**config.mk**
```make
export PLATFORM = sky130hd
export DESIGN_NAME = mmio_bridge
export DESIGN_NICKNAME = d
export VERILOG_FILES = /design/src/rtl/mmio_pkg.sv /design/src/rtl/mmio_bridge.sv
export SDC_FILE = /design/constraint.sdc
export NUM_CORES = 1
export LEC_CHECK = 0
export ABC_AREA = 1
export CELL_PAD_IN_SITES_DETAIL_PLACEMENT = 0
export CELL_PAD_IN_SITES_GLOBAL_PLACEMENT = 1
export CORE_MARGIN = 2
export CORE_UTILIZATION = 32
export DETAILED_ROUTE_END_ITERATION = 12
export PLACE_DENSITY = 0.93
export RECOVER_POWER = 50
export SLEW_MARGIN = 20
export SYNTH_ARGS = -nofsm -noshare
export SYNTH_HDL_FRONTEND = slang
export SYNTH_SLANG_ARGS = --single-unit
```
**constraint.sdc**
```tcl
create_clock -name clock -period 1.9 [get_ports clock]
set_input_delay 0.38 -clock clock [delete_from_list [all_inputs] [get_ports clock]]
set_output_delay 0.38 -clock clock [all_outputs]
set_load 0.02 [all_outputs]
```
**src/rtl/mmio_pkg.sv**
```systemverilog
// Shared types and constants for the MMIO bridge: FSM states, bus widths and
// the error read-back pattern.
package mmio_pkg;

  typedef enum logic [1:0] {
    IDLE,
    ACCESS,
    RESP
  } state_t;

  localparam int unsigned MMIO_ADDR_W = 21;
  localparam int unsigned DATA_W      = 32;
  localparam logic [31:0] ERR_PATTERN = 32'hDEADBEEF;

endpackage

```
**src/rtl/mmio_bridge.sv**
```systemverilog
// Processor-bus to MMIO-controller bridge: IDLE -> ACCESS -> RESP with registered outputs.
// Optional MMIO_BRIDGE_ERR_EN adds bus_err and an error read pattern for out-of-window accesses.
module mmio_bridge
  import mmio_pkg::*;
#(
  parameter logic [8:0]  BASE_ADDR    = 9'h1E0,
  parameter int unsigned READ_LATENCY = 0
) (
  input  logic                   clock,
  input  logic                   reset,
  input  logic                   bus_req,
  input  logic                   bus_we,
  input  logic [31:0]            bus_addr,
  input  logic [DATA_W-1:0]      bus_wdata,
  output logic                   bus_ack,
  output logic [DATA_W-1:0]      bus_rdata,
`ifdef MMIO_BRIDGE_ERR_EN
  output logic                   bus_err,
`endif
  output logic                   mmio_cs,
  output logic [MMIO_ADDR_W-1:0] mmio_address,
  output logic [DATA_W-1:0]      mmio_write_data,
  output logic                   mmio_write,
  output logic                   mmio_read,
  input  logic [DATA_W-1:0]      mmio_read_data
);

`ifdef MMIO_BRIDGE_ERR_EN
  localparam logic [DATA_W-1:0] OOW_RDATA = ERR_PATTERN;
`else
  localparam logic [DATA_W-1:0] OOW_RDATA = '0;
`endif

  state_t                 state_q, state_d;
  logic [1:0]             cnt_q, cnt_d;
  logic                   we_q, we_d;
  logic                   in_win_q, in_win_d;
  logic                   bus_ack_q, bus_ack_d;
  logic [DATA_W-1:0]      bus_rdata_q, bus_rdata_d;
  logic                   mmio_cs_q, mmio_cs_d;
  logic                   mmio_write_q, mmio_write_d;
  logic                   mmio_read_q, mmio_read_d;
  logic [MMIO_ADDR_W-1:0] mmio_address_q, mmio_address_d;
  logic [DATA_W-1:0]      mmio_write_data_q, mmio_write_data_d;
  logic                   bus_err_q, bus_err_d;
  logic                   hit;
  logic                   unused_addr_bits;

  // Byte-lane bits carry no meaning on a word-addressed controller.
  assign unused_addr_bits = ^bus_addr[1:0];
  assign hit = (bus_addr[31:23] == BASE_ADDR);

  always_comb begin
    state_d           = state_q;
    cnt_d             = cnt_q;
    we_d              = we_q;
    in_win_d          = in_win_q;
    bus_ack_d         = 1'b0;
    bus_err_d         = 1'b0;
    bus_rdata_d       = bus_rdata_q;
    mmio_cs_d         = mmio_cs_q;
    mmio_write_d      = mmio_write_q;
    mmio_read_d       = mmio_read_q;
    mmio_address_d    = mmio_address_q;
    mmio_write_data_d = mmio_write_data_q;

    case (state_q)
      IDLE: begin
        if (bus_req) begin
          state_d           = ACCESS;
          we_d              = bus_we;
          in_win_d          = hit;
          mmio_address_d    = bus_addr[22:2];
          mmio_write_data_d = bus_wdata;
          bus_rdata_d       = '0;
          mmio_cs_d         = hit;
          mmio_write_d      = hit & bus_we;
          mmio_read_d       = hit & ~bus_we;
          // Only in-window reads stretch ACCESS; everything else takes one cycle.
          cnt_d             = (hit && !bus_we) ? 2'(READ_LATENCY) : 2'b00;
        end
      end
      ACCESS: begin
        if (cnt_q == 2'b00) begin
          state_d      = RESP;
          bus_ack_d    = 1'b1;
          bus_err_d    = ~in_win_q;
          mmio_cs_d    = 1'b0;
          mmio_write_d = 1'b0;
          mmio_read_d  = 1'b0;
          if (!we_q) begin
            bus_rdata_d = in_win_q ? mmio_read_data : OOW_RDATA;
          end
        end else begin
          cnt_d = cnt_q - 2'b01;
        end
      end
      RESP:    state_d = IDLE;
      default: state_d = IDLE;
    endcase
  end

  always_ff @(posedge clock or negedge reset) begin
    if (!reset) begin
      state_q           <= IDLE;
      cnt_q             <= '0;
      we_q              <= 1'b0;
      in_win_q          <= 1'b0;
      bus_ack_q         <= 1'b0;
      bus_err_q         <= 1'b0;
      bus_rdata_q       <= '0;
      mmio_cs_q         <= 1'b0;
      mmio_write_q      <= 1'b0;
      mmio_read_q       <= 1'b0;
      mmio_address_q    <= '0;
      mmio_write_data_q <= '0;
    end else begin
      state_q           <= state_d;
      cnt_q             <= cnt_d;
      we_q              <= we_d;
      in_win_q          <= in_win_d;
      bus_ack_q         <= bus_ack_d;
      bus_err_q         <= bus_err_d;
      bus_rdata_q       <= bus_rdata_d;
      mmio_cs_q         <= mmio_cs_d;
      mmio_write_q      <= mmio_write_d;
      mmio_read_q       <= mmio_read_d;
      mmio_address_q    <= mmio_address_d;
      mmio_write_data_q <= mmio_write_data_d;
    end
  end

  assign bus_ack         = bus_ack_q;
  assign bus_rdata       = bus_rdata_q;
  assign mmio_cs         = mmio_cs_q;
  assign mmio_write      = mmio_write_q;
  assign mmio_read       = mmio_read_q;
  assign mmio_address    = mmio_address_q;
  assign mmio_write_data = mmio_write_data_q;
`ifdef MMIO_BRIDGE_ERR_EN
  assign bus_err = bus_err_q;
`else
  logic unused_err;
  assign unused_err = bus_err_q;
`endif

endmodule
```
==> reports/metrics.csv <==
metric;value;unit
H-tree levels;3;
Seq/Total Area, Yosys;55.9;%
# Post-CTS Setup Buffers;0;
syn_nets;589;
Die Ht;119;µm
NumNets Final;770;
most frequent cell after synthesis;nand2_1;
Synth area leaders;dfrtp_1 (56%), nand2_1 (23%), nand3_2 (7.1%);
fillers;1217;
crit path cell chain;clkdlybuf4s50_1;
CP endpoint kind;output port;
synth warn;0;
post-layout util;49.5;%
Final Hold Fails;0;
hpwl dp;7910;µm
hold_ws;0.471;ns
GP Congestion;0.753;
first-pass GRT wire length;18600;µm
Post-Synth Adder-Cell Area;0.294;%
Synth Area in Compound Gates;0.500;%
crit path time final;1.71;ns
Reg clk slew, reported paths;0.06;ns
DRT iter0 DRCs;194;
FF+latch area;2380;µm²
top_reg_cell synth;dfrtp_1;
root buf cell;clkbuf_16;
CTS sink count;95;
final worst-path cycle share;90.1;%
Total Routing Usage GR;16.3;%
async set-reset flop share out of synthesis;100;%
RSZ-0062 raised after global routing;no;
Synth top area share;55.9;%
Initial Util;32.5;%
power per cell area;936;nW/µm²
Slew HR;49.7;%
setup_tns;0;ns
initial antenna violation count;0;
Vias/cell;4.41;
Worst-Margin Slew;0.755;ns
EDFF count, synth;0;
Post-Route WL;11200;µm
Core Region;13100;µm²
Clk Latency, worst-skew pair;0.34;ns
synthesized area;4250;µm²
Non-Filler Instances;849;
Post-route DRC;0;
routed len/inst;13.1;µm
status;finished clean;
die footprint;14200;µm²
CP max FO;2;
ANT cells;0;
largest net degree at the start of global routing;54;
CP arrival;1.33;ns
P&R area growth vs syn;52.4;%
clock buffer depth;2;
Peak Freq;584;MHz
# rows;42;
Mapped Cells;488;
CTS Buf Count;9;
simple-gate portion of the synthesized area;37.2;%
total power;6.07;mW
Post-Synth XOR/XNOR Area;0;%
critical path class;flop to output port;
num ports;189;
crit start category;flop;
P_leak;3.05;nW
total grt overflow;0;
Max IR drop VDD;557;µV
Critical Path Max Stage Delay;0.64;ns
average cell area after synthesis;8.71;µm²
Hold WC Path Type;flop to flop;
vias in the first global route;3783;
Cell variety after synth;23;
cell family contributing the most delay on the critical path;buffers and inverters;
TritonRoute pass-1 iters;4;
via count;3744;
area occupied by multi-input gates;1600;µm²
Slew Limit Fails;0;
most frequent cells after synthesis;nand2_1 (266), dfrtp_1 (95), nor2_1 (36);
Synth area leader;dfrtp_1;
Setup Skew;0.00490;ns
placed cell count;833;
Yosys reg bits;95;
CP max stage cell;clkdlybuf4s50_1;
Buf+Inv Stages, Crit Path;1;
layout cells sized above 1;9.06;%
Die Span X;119;µm
CTS tree;yes;
main combinational cell family by area after synthesis;simple AND/OR/NAND/NOR gates;
max-cap violations;0;
Port Buffers;186;
mux cell area share after synthesis;0;%
ANT nets after route;0;
# setup viols final;0;
CP Data Required Time;1.52;ns
[registers in the layout (all words and copies together) (netlist names)]
| signal | flops |
|---|---|
| mmio_address | 21 |
| we_q | 1 |
| in_win_q | 1 |
| mmio_write_data | 32 |
| mmio_cs | 1 |
| state_q | 2 |
| cnt_q | 2 |
| bus_ack | 1 |
| mmio_write | 1 |
| mmio_read | 1 |
| bus_rdata | 32 |
[power by group]
part,switching (mW),internal [mW]
Combinational,0.974,0.807
Clock,0.727,1.08
Sequential,0.169,2.31
Total,1.87,4.20
[per-layer routing]
metal  part of all wire, %  GRT usage [%]  up-vias  wire, µm
li1                      -              -     1849         -
met2                    46           25.9      138      5080
met5                     0              0        -         0
met1                    44           20.7     1745      4890
met4                   1.7           6.10        0       185
met3                   9.0           5.60       12      1000
[through the flow]
stage          setup WS (ns)  cell area [µm²]
5_1_grt                0.104             6480
6_report               0.189             6480
4_1_cts                0.150             6520
3_3_place_gp           0.164             6210
3_5_place_dp           0.125             6210
2_1_floorplan          0.651             4250
[final cells by class]
cell class | instances | share of cell area, %
clock buffer | 12 | 3.96
tap | 176 | 3.40
multi-input combinational | 355 | 24.8
sequential | 95 | 36.7
timing repair buffer | 197 | 29.9
clock inverter | 3 | 0.656
inverter | 11 | 0.637
[kinds of logic after synthesis]
family,Yosys count
adder cells (fa/ha/maj),1
AND/OR/NAND/NOR,350
buffers and inverters,38
AO/OA/AOI/OAI,4
flip-flops,95
[path summary, 6_finish.rpt]
path	depth (start not counted)	start	slack, ns	end
worst min-delay path	2	bus_rdata[11]$_DFFE_PN0P_	0.47	bus_rdata[11]$_DFFE_PN0P_
worst min register to register	2	bus_rdata[11]$_DFFE_PN0P_	0.47	bus_rdata[11]$_DFFE_PN0P_
worst max register to register	6	state_q[1]$_DFFE_PN0P_	0.30	mmio_write_data[0]$_DFFE_PN0P_
worst max-delay path	1	mmio_read$_DFFE_PN0P_	0.19	mmio_read
min in group asynchronous	2	reset	0.49	mmio_write_data[1]$_DFFE_PN0P_
max in group asynchronous	3	reset	0.40	mmio_write_data[11]$_DFFE_PN0P_
[cell usage in the layout (no fill, tap or decap)]
master | netlist | final
buf_6 | 3 | 1
nand2_8 | 1 | 1
clkbuf_8 | 0 | 2
clkbuf_2 | 0 | 1
clkbuf_1 | 0 | 3
clkbuf_4 | 1 | 1
nand3_1 | 9 | 9
nand2_2 | 1 | 1
nand2_1 | 266 | 267
nand2_4 | 3 | 2
nor2_1 | 36 | 37
a21oi_1 | 1 | 1
clkinvlp_4 | 0 | 1
ha_1 | 1 | 1
dlygate4sd3_1 | 0 | 1
clkbuf_16 | 0 | 9
nand3_2 | 30 | 30
clkinv_2 | 0 | 1
bufinv_16 | 0 | 1
nor2_4 | 1 | 1
nand3_4 | 1 | 1
inv_1 | 9 | 10
clkdlybuf4s50_1 | 0 | 185
o21ai_0 | 2 | 2
buf_4 | 7 | 6
inv_2 | 2 | 1
or2_2 | 1 | 1
o22ai_1 | 1 | 1
dfrtp_1 | 95 | 95
[timing repair]
item / in CTS / in global routing
resized for setup: 0 / 0
hold buffers: 1 / 0
hold endpoints to repair: 17 / 0
(Power assumes the default switching activity.)
